File: src/rtl/ctd_timer_core.sv
// ctd_timer_core: BCD mm:ss countdown engine with tick prescaler,
// one-shot / auto-reload modes, completed-cycle counter and low-time warning.
// Handshake: load and cnt_en are plain levels sampled every clock; load wins
// over a tick in the same cycle, and time_out is a one-cycle registered pulse.
module ctd_timer_core #(
   parameter int unsigned TICK_DIV = 100_000_000,
   parameter int unsigned WARN_SEC = 10,
   parameter int unsigned CYC_W    = 8
) (
   input  logic             clk,
   input  logic             rst_n,
   input  logic             load,
   input  logic             cnt_en,
   input  logic             auto_mode,
   input  logic [7:0]       min_init,
   output logic [7:0]       xmin,
   output logic [7:0]       xsec,
   output logic             time_out,
   output logic             done,
   output logic             warn,
   output logic [CYC_W-1:0] cycle_cnt
);

   localparam int unsigned     PRE_W   = $clog2(TICK_DIV);
   localparam logic [PRE_W-1:0] PRE_MAX = PRE_W'(TICK_DIV - 1);

   typedef enum logic [1:0] {IDLE, RUN, RELOAD, DONE} state_t;

   state_t            state, state_nxt;
   logic [PRE_W-1:0]  prescaler, pre_nxt;
   logic [7:0]        min_latch, latch_nxt;
   logic [7:0]        xmin_nxt, xsec_nxt;
   logic              to_nxt, warn_nxt;
   logic [CYC_W-1:0]  cyc_nxt;
   logic              pre_run, tick, zero_hit;
   logic [7:0]        clamped;
   logic [15:0]       dec_val;

   // Clamp each BCD nibble above 9 down to 9.
   function automatic logic [7:0] clamp_bcd(input logic [7:0] v);
      logic [3:0] t, u;
      t = (v[7:4] > 4'd9) ? 4'd9 : v[7:4];
      u = (v[3:0] > 4'd9) ? 4'd9 : v[3:0];
      clamp_bcd = {t, u};
   endfunction

   // One-second BCD decrement of mm:ss with borrows; 00:00 stays put.
   function automatic logic [15:0] dec_mmss(input logic [7:0] m, input logic [7:0] s);
      logic [7:0] nm, ns;
      nm = m;
      ns = s;
      if (s[3:0] != 4'd0) begin
         ns[3:0] = s[3:0] - 4'd1;
      end else if (s[7:4] != 4'd0) begin
         ns[7:4] = s[7:4] - 4'd1;
         ns[3:0] = 4'd9;
      end else if (m != 8'h00) begin
         ns = 8'h59;
         if (m[3:0] != 4'd0) begin
            nm[3:0] = m[3:0] - 4'd1;
         end else begin
            nm[7:4] = m[7:4] - 4'd1;
            nm[3:0] = 4'd9;
         end
      end
      dec_mmss = {nm, ns};
   endfunction

   // Low-time test on the binary total of a BCD mm:ss value.
   function automatic logic low_time(input logic [7:0] m, input logic [7:0] s);
      logic [6:0]  mb, sb;
      logic [12:0] total;
      mb    = 7'(m[7:4]) * 7'd10 + 7'(m[3:0]);
      sb    = 7'(s[7:4]) * 7'd10 + 7'(s[3:0]);
      total = 13'(mb) * 13'd60 + 13'(sb);
      low_time = (total != 13'd0) && (32'(total) <= WARN_SEC);
   endfunction

   assign done    = (state == IDLE) || (state == DONE);
   assign pre_run = cnt_en && !done && !load;
   assign tick    = pre_run && (prescaler == PRE_MAX);
   assign clamped = clamp_bcd(min_init);
   assign dec_val = dec_mmss(xmin, xsec);

   // Next-state and datapath decisions: load, then tick, otherwise hold.
   always_comb begin
      state_nxt = state;
      pre_nxt   = prescaler;
      latch_nxt = min_latch;
      xmin_nxt  = xmin;
      xsec_nxt  = xsec;
      to_nxt    = 1'b0;
      cyc_nxt   = cycle_cnt;
      zero_hit  = 1'b0;
      if (pre_run) begin
         pre_nxt = tick ? '0 : prescaler + PRE_W'(1);
      end
      if (load) begin
         pre_nxt   = '0;
         latch_nxt = clamped;
         xmin_nxt  = clamped;
         xsec_nxt  = 8'h00;
         cyc_nxt   = '0;
         state_nxt = (clamped == 8'h00) ? IDLE : RUN;
      end else if (tick) begin
         case (state)
            RUN: begin
               xmin_nxt = dec_val[15:8];
               xsec_nxt = dec_val[7:0];
               zero_hit = (dec_val == 16'h0000);
            end
            RELOAD: begin
               xmin_nxt  = min_latch;
               xsec_nxt  = 8'h00;
               state_nxt = RUN;
               zero_hit  = (min_latch == 8'h00);
            end
            default: ;
         endcase
         if (zero_hit) begin
            to_nxt    = 1'b1;
            cyc_nxt   = cycle_cnt + CYC_W'(1);
            state_nxt = auto_mode ? RELOAD : DONE;
         end
      end
      warn_nxt = low_time(xmin_nxt, xsec_nxt);
   end

   // FSM state register.
   always_ff @(posedge clk or negedge rst_n) begin
      if (!rst_n) state <= IDLE;
      else        state <= state_nxt;
   end

   // Datapath registers: prescaler, digits, latch, pulse, counter, warning.
   always_ff @(posedge clk or negedge rst_n) begin
      if (!rst_n) begin
         prescaler <= '0;
         min_latch <= 8'h00;
         xmin      <= 8'h00;
         xsec      <= 8'h00;
         time_out  <= 1'b0;
         cycle_cnt <= '0;
         warn      <= 1'b0;
      end else begin
         prescaler <= pre_nxt;
         min_latch <= latch_nxt;
         xmin      <= xmin_nxt;
         xsec      <= xsec_nxt;
         time_out  <= to_nxt;
         cycle_cnt <= cyc_nxt;
         warn      <= warn_nxt;
      end
   end

endmodule

File: config.mk
export PLATFORM = sky130hd
export DESIGN_NAME = ctd_timer_core
export DESIGN_NICKNAME = d
export VERILOG_FILES = /design/src/rtl/ctd_timer_core.sv
export SDC_FILE = /design/constraint.sdc
export NUM_CORES = 1
export LEC_CHECK = 0
export BUFFER_PORTS_ARGS = -buffer_cell sky130_fd_sc_hd__buf_2
export CORE_ASPECT_RATIO = 0.6
export CORE_MARGIN = 2
export CORE_UTILIZATION = 49
export CTS_CLUSTER_SIZE = 30
export DETAILED_ROUTE_END_ITERATION = 8
export GPL_TIMING_DRIVEN = 0
export HOLD_SLACK_MARGIN = 0.05
export PLACE_DENSITY = 0.7
export SLEW_MARGIN = 15
export SYNTH_ARGS = -nofsm -noshare
export SYNTH_HDL_FRONTEND = slang
export SYNTH_SLANG_ARGS = --single-unit
File: constraint.sdc
create_clock -name clk -period 7.1 [get_ports clk]
set_input_delay 0 -clock clk [delete_from_list [all_inputs] [get_ports clk]]
set_output_delay 0 -clock clk [all_outputs]
set_load 0.005 [all_outputs]
# Word-level counts from Yosys, hierarchy flattened

Cells that the tools add are included.

Flip-flop bits (word level): 63
Bits of input ports: 13
Output and inout bits: 27

Add/subtract/negate cells: 9
Multiply operators: 3
$lt $le $gt $ge: 3
Equal/unequal tests: 4
Muxes and demuxes: 35
Reductions and logical operators: 22

Operators with widths:

| kind                                                                    | count |
|---|---|
| 8-bit two-way mux                                                       | 12 |
| 27-bit two-way mux                                                      | 3 |
| 8-bit case mux with 2 select lines                                      | 2 |
| 27-bit by 1-bit adder with 27-bit output (second input constant)        | 1 |
| 27-bit == test (second input constant)                                  | 1 |
| 4-bit two-way mux                                                       | 6 |
| 16-bit zero test                                                        | 1 |
| 8-bit zero test                                                         | 2 |
| 4-bit by 1-bit subtractor with 4-bit output (second input constant)     | 4 |
| 7-bit by 4-bit adder with 7-bit output                                  | 2 |
| 13-bit by 7-bit adder with 13-bit output                                | 1 |
| 13-bit by 4-bit <= comparator with 1-bit output (second input constant) | 1 |
| 13-bit nonzero test                                                     | 1 |
| 4-bit by 3-bit multiplier with 6-bit output (second input constant)     | 2 |
| 4-bit nonzero test                                                      | 3 |
| 7-bit by 4-bit multiplier with 11-bit output (second input constant)    | 1 |
| 8-bit by 1-bit adder with 8-bit output (second input constant)          | 1 |
| 4-bit > comparator (second input constant)                              | 2 |
| 2-bit two-way mux                                                       | 4 |
| 8-bit nonzero test                                                      | 1 |
| 1-bit two-way mux                                                       | 7 |
| 2-bit nonzero test                                                      | 3 |
| 2-bit == test (second input constant)                                   | 2 |
| 1-bit logical AND                                                       | 4 |
| other kinds (7)                                                         | 9 |

# Depth between registers and ports, before layout

Depth after elaboration: 14
Gate-level depth with buffers: 30
Gate-level depth less buffers: 29

# Least setup slack after synthesis

No wires, ideal clock.

Kind: reg2reg
Start: register xsec[0]
End: register warn
Setup time: 0.082 ns
Arrival: 7.147 ns
Required time: 7.018 ns
Path slack: -0.129 ns
Stages on the path, launching flop included: 31
Buffers on the path: 2
Period minus slack after synthesis: 7.229 ns
Cell sequence: dfrtp_1 -> inv_1 -> ha_1 -> or3b_1 -> clkbuf_1 -> nor4_2 -> nor2_1 -> a21oi_1 -> a221o_1 -> o21ai_0 -> o21ai_0 -> ha_1 -> ha_1 -> inv_1 -> fa_1 -> or3_1 -> and2_1 -> clkbuf_1 -> ha_1 -> inv_1 -> fa_1 -> inv_1 -> ha_1 -> and2_1 -> o21ai_0 -> nand4b_1 -> nand4_1 -> mux2i_1 -> or3_4 -> or4b_1 -> a31oi_1

Cells in the longest elaborated chain, start to end: 11
Elaborated cells between the ends (all ways): 22
Classes of those cells: 4 x add/sub; 3 x mul; 1 x order compare; 11 x mux; 3 x reduce/logical

Ends and longest elaborated chain:

| item                                                                                          | RTL line | RTL |
|---|---|---|
| start, declared                                                                               | 17       | `output logic [7:0] xsec,` |
| start signal, assigned                                                                        | 149      | `xsec <= xsec_nxt;` |
| 4-bit nonzero test (*)                                                                        | 52       | `if (s[3:0] != 4'd0) begin` |
| 8-bit two-way mux (*)                                                                         | 52       |  |
| 8-bit case mux with 2 select lines (*)                                                        | 106      | `case (state)` |
| 8-bit two-way mux (*)                                                                         | 105      | `end else if (tick) begin` |
| 8-bit two-way mux (*)                                                                         | 98       | `if (load) begin` |
| named net xmin_nxt[5]                                                                         | 32       | `logic [7:0] xmin_nxt, xsec_nxt;` |
| 4-bit by 3-bit multiplier with 6-bit output (*)                                               | 73       | `mb = 7'(m[7:4]) * 7'd10 + 7'(m[3:0]);` |
| 7-bit by 4-bit adder with 7-bit output (*)                                                    | 73       |  |
| 7-bit by 4-bit multiplier with 11-bit output (*)                                              | 75       | `total = 13'(mb) * 13'd60 + 13'(sb);` |
| 13-bit by 7-bit adder with 13-bit output (*)                                                  | 75       |  |
| 13-bit by 4-bit <= comparator with 1-bit output / 13-bit nonzero test (equally long branches) | 76       | `low_time = (total != 13'd0) && (32'(total) <= WARN_SEC);` |
| 1-bit logical AND (*)                                                                         | 76       |  |
| named net warn_nxt                                                                            | 33       | `logic to_nxt, warn_nxt;` |
| end signal, assigned                                                                          | 152      | `warn <= warn_nxt;` |
| end, declared                                                                                 | 20       | `output logic warn,` |

The timed path passes the listed nets; every way through them passes the cells marked *.
A chain may end at the register's enable or synchronous reset.

# Worst setup path in the final report

Start: register prescaler[0]
End: register warn

Cells in the longest elaborated chain, start to end: 10
Elaborated cells between the ends (all ways): 15
Classes of those cells: 3 x add/sub; 3 x mul; 1 x order compare; 1 x eq/ne; 4 x mux; 3 x reduce/logical

Ends and longest elaborated chain:

| item                                                                                          | RTL line | RTL |
|---|---|---|
| start, declared                                                                               | 30       | `logic [PRE_W-1:0] prescaler, pre_nxt;` |
| start signal, assigned                                                                        | 146      | `prescaler <= pre_nxt;` |
| 27-bit == test (*)                                                                            | 81       | `assign tick = pre_run && (prescaler == PRE_MAX);` |
| 1-bit logical AND (*)                                                                         | 81       |  |
| 8-bit two-way mux (*)                                                                         | 105      |  |
| 8-bit two-way mux (*)                                                                         | 98       |  |
| named net xmin_nxt[4]                                                                         | 32       |  |
| 4-bit by 3-bit multiplier with 6-bit output (*)                                               | 73       |  |
| 7-bit by 4-bit adder with 7-bit output (*)                                                    | 73       |  |
| 7-bit by 4-bit multiplier with 11-bit output (*)                                              | 75       |  |
| 13-bit by 7-bit adder with 13-bit output (*)                                                  | 75       |  |
| 13-bit by 4-bit <= comparator with 1-bit output / 13-bit nonzero test (equally long branches) | 76       |  |
| 1-bit logical AND (*)                                                                         | 76       |  |
| named net warn_nxt                                                                            | 33       |  |

Marks and branches as above.

==> results.cfg <==
[status]
status = finished clean

[worst_setup_path]
slowest_stage = or4_4
reg2reg_from = prescaler[0]
cpPeakStageDelay_ns = 0.58
cp.required_ns = 7.35
reg2regPathDepth = 28
crit_type = reg -> reg
r2r_setup_slack_ns = 0.12
critPathMaxFanout = 7
cp-start-kind = flop
cp.arrival_ns = 7.24
end_kind = flop
timing.rr.end = warn

[synth]
async_reset_ff_frac = 1.00
synth_nets = 694
synth_cells = 626
ys_seq_area_frac = 0.293
synth_cell_types = 68
synthFlopType = dfrtp_1
synth.area.top_cells = dfrtp_1 (29%), ha_1 (9.8%), fa_1 (4.8%)
synth_area_leader_cell = dfrtp_1
synth-edff-count = 0
ys_ff_latch = 63
netlist_area_mm2 = 0.00538
synth_top_area_share = 0.293
yosys_warnings = 0
synth.avg_cell_area_um2 = 8.59

[global_routing]
antenna_found_initial = 0
track_usage = 0.272
grt_first_pass_wirelength_mm = 25.4
grt_max_degree = 56
grt_pass1_vias = 4885
overflow = 0

[power]
power_frac_comb = 0.597
swShare = 0.416
power_density_mw_per_mm2 = 317
power.leakage_nw = 2.99
share_seq_of_total_power = 0.177
clockPowerShare = 0.226
p_int_mw = 1.26
ir_worst_vdd_uv = 642
p_switching_mw = 0.896

[final_layout]
n_antenna_cell = 0
nets = 780
area.growth.synth_to_final_pct = 26.3
layout_commonest_cell = dfrtp_1
layout-drive-gt1-share = 0.218
final_cell_mix = dfrtp_1 (60), nor2_1 (51), nand2_1 (49)
fin_cells = 856

[floorplan]
die-area_mm2 = 0.0119
die_h_um = 85.1
num_rows = 29
start_util = 0.506
die_w_um = 139
ioPinCount = 40
core_area_mm2 = 0.0106

[timing]
tns_ns = 0
finalCritPeriodShare = 0.984
period_minus_slack_ns = 6.98
slew_violations = 0
finalSetupViolCount = 0
slew-limit-headroom = 0.428
hold_violations = 0
tightest_slew_ns = 0.850
fmax_mhz = 143
fin_worst_skew_ns = 0.00646

[clock_network]
h-tree-depth = 3
clockBufferDepth = 2
cts_root_buf = clkbuf_16
clk_pin_slew_ns = 0.06
cts_tree = built
cts_num_sinks = 63
cts_buffers = 9
clk_latency_ns = 0.34

[placed_design]
io_buffers = 38
place_hpwl_mm = 11.5
dp.cells = 804
gp_congestion = 0.925

[drt]
drc = 0
routedWlPerCell_um = 18.9
drtPass1Iterations = 6
drt_iter0_markers = 626
drtAntennaViolNets = 0
wirelength_mm = 16.2
vias = 5237
routed_via_density = 6.12

[min_path]
hp-start = min_init[0]
hold_class = in -> reg
whs_path_depth = 4
holdPathEnd = state[0]

[flow_run]
max_cap_viol_count = 0
worst max-delay path: cells and delay by family (launching register included):
kind            cells  cell delay (ns)
simple gates       12             3.34
buf+inv             3             0.27
mux                 1             0.09
compound gates      5             0.79
fa+ha+maj           6             1.80
flops               1             0.44
xor+xnor            1             0.15
logic make-up (layout without fill, tap and decap cells):
group | after synthesis | in the layout | share of synthesized area
flops | 63 | 63 | 0.293
xor+xnor | 38 | 38 | 0.0619
compound gates | 148 | 148 | 0.183
simple gates | 237 | 237 | 0.243
fa+ha+maj | 55 | 55 | 0.146
mux | 10 | 10 | 0.0196
buf+inv | 75 | 166 | 0.0535
flip-flops by register name, summed over array words and instances, names as in the netlist:
register   flops
cycle_cnt      8
min_latch      8
prescaler     27
state          2
time_out       1
warn           1
xmin           8
xsec           8
Yosys cell counts (4+ instances only):
master / number
xor2_1: 16
dfrtp_1: 63
o21a_1: 6
nand3b_1: 5
nor2_1: 53
nor2b_1: 5
inv_1: 54
nand3_1: 22
a31oi_1: 7
o21bai_1: 5
a21oi_1: 32
xnor2_1: 22
clkbuf_1: 17
and3_1: 7
o21ai_0: 37
or3_1: 10
a211oi_1: 5
nor3_1: 14
nand2_1: 51
a21o_1: 10
a221oi_1: 4
nand2b_1: 13
nor4_1: 5
ha_1: 42
and4_1: 4
o31ai_1: 8
mux2i_1: 6
o211ai_1: 4
fa_1: 13
and2_1: 4
nand4_1: 16
metrics by stage:
stage | power, mW | worst slack, ns | instance area, um^2 | util | hold WS, ns
after floorplan | 1.20 | 0.00614 | 5380 | - | -0.296
after global placement | 1.35 | -0.817 | 5740 | 0.540 | 0.268
after detailed placement | 1.41 | -0.954 | 5770 | 0.543 | -0.151
after CTS | 1.96 | 0.00832 | 6450 | 0.606 | 0.0559
after global routing | 2.30 | -0.0979 | 6790 | 0.639 | 0.0809
final | 2.15 | 0.116 | 6790 | 0.639 | 0.0873
how the worst max path moves through the flow:
stage / from / end / slack [ns] / cells past startpoint
6_report: prescaler[0] / warn / 0.12 / 28
5_1_grt: prescaler[2] / warn / -0.1 / 27
4_1_cts: state[0] / warn / 0.008 / 28
3_5_place_dp: xsec[1] / warn / -0.95 / 29
3_3_place_gp: xsec[1] / warn / -0.82 / 29
2_1_floorplan: xsec[0] / warn / 0.006 / 30
metal layers:
| metal | track usage | share of wire | up-vias |
|---|---|---|---|
| li1 | - | - | 2437 |
| met1 | 0.407 | 0.47 | 2565 |
| met2 | 0.395 | 0.43 | 209 |
| met3 | 0.0553 | 0.084 | 26 |
| met4 | 0.0808 | 0.015 | 0 |
| met5 | 0.0243 | 0 | - |
timing repair:
action	in CTS	in global routing
hold buffers	10	0
resized for setup	46	44
endpoints found under the hold margin	73	0
buffers inserted	10	19
endpoints found under the setup margin	1	1
pin swaps	6	21
power by group through the flow:
stage	Combinational [mW]	Sequential (mW)	Clock, mW
2_1_floorplan	0.819	0.383	0
3_3_place_gp	0.964	0.387	0
3_5_place_dp	1.02	0.387	0
4_1_cts	1.09	0.381	0.493
5_1_grt	1.41	0.384	0.508
6_report	1.29	0.382	0.487
final cells by class:
cell class / count / area (um^2)
plain buffers: 19 / 125
clock buffers: 10 / 229
clock inverters: 6 / 93.8
fillers: 891 / 3840
inverters: 54 / 208
multi-input cells: 488 / 3850
flip-flops and latches: 63 / 1580
well taps: 139 / 174
repair buffers: 77 / 531
Note: power is estimated with default switching activity, not from simulation.
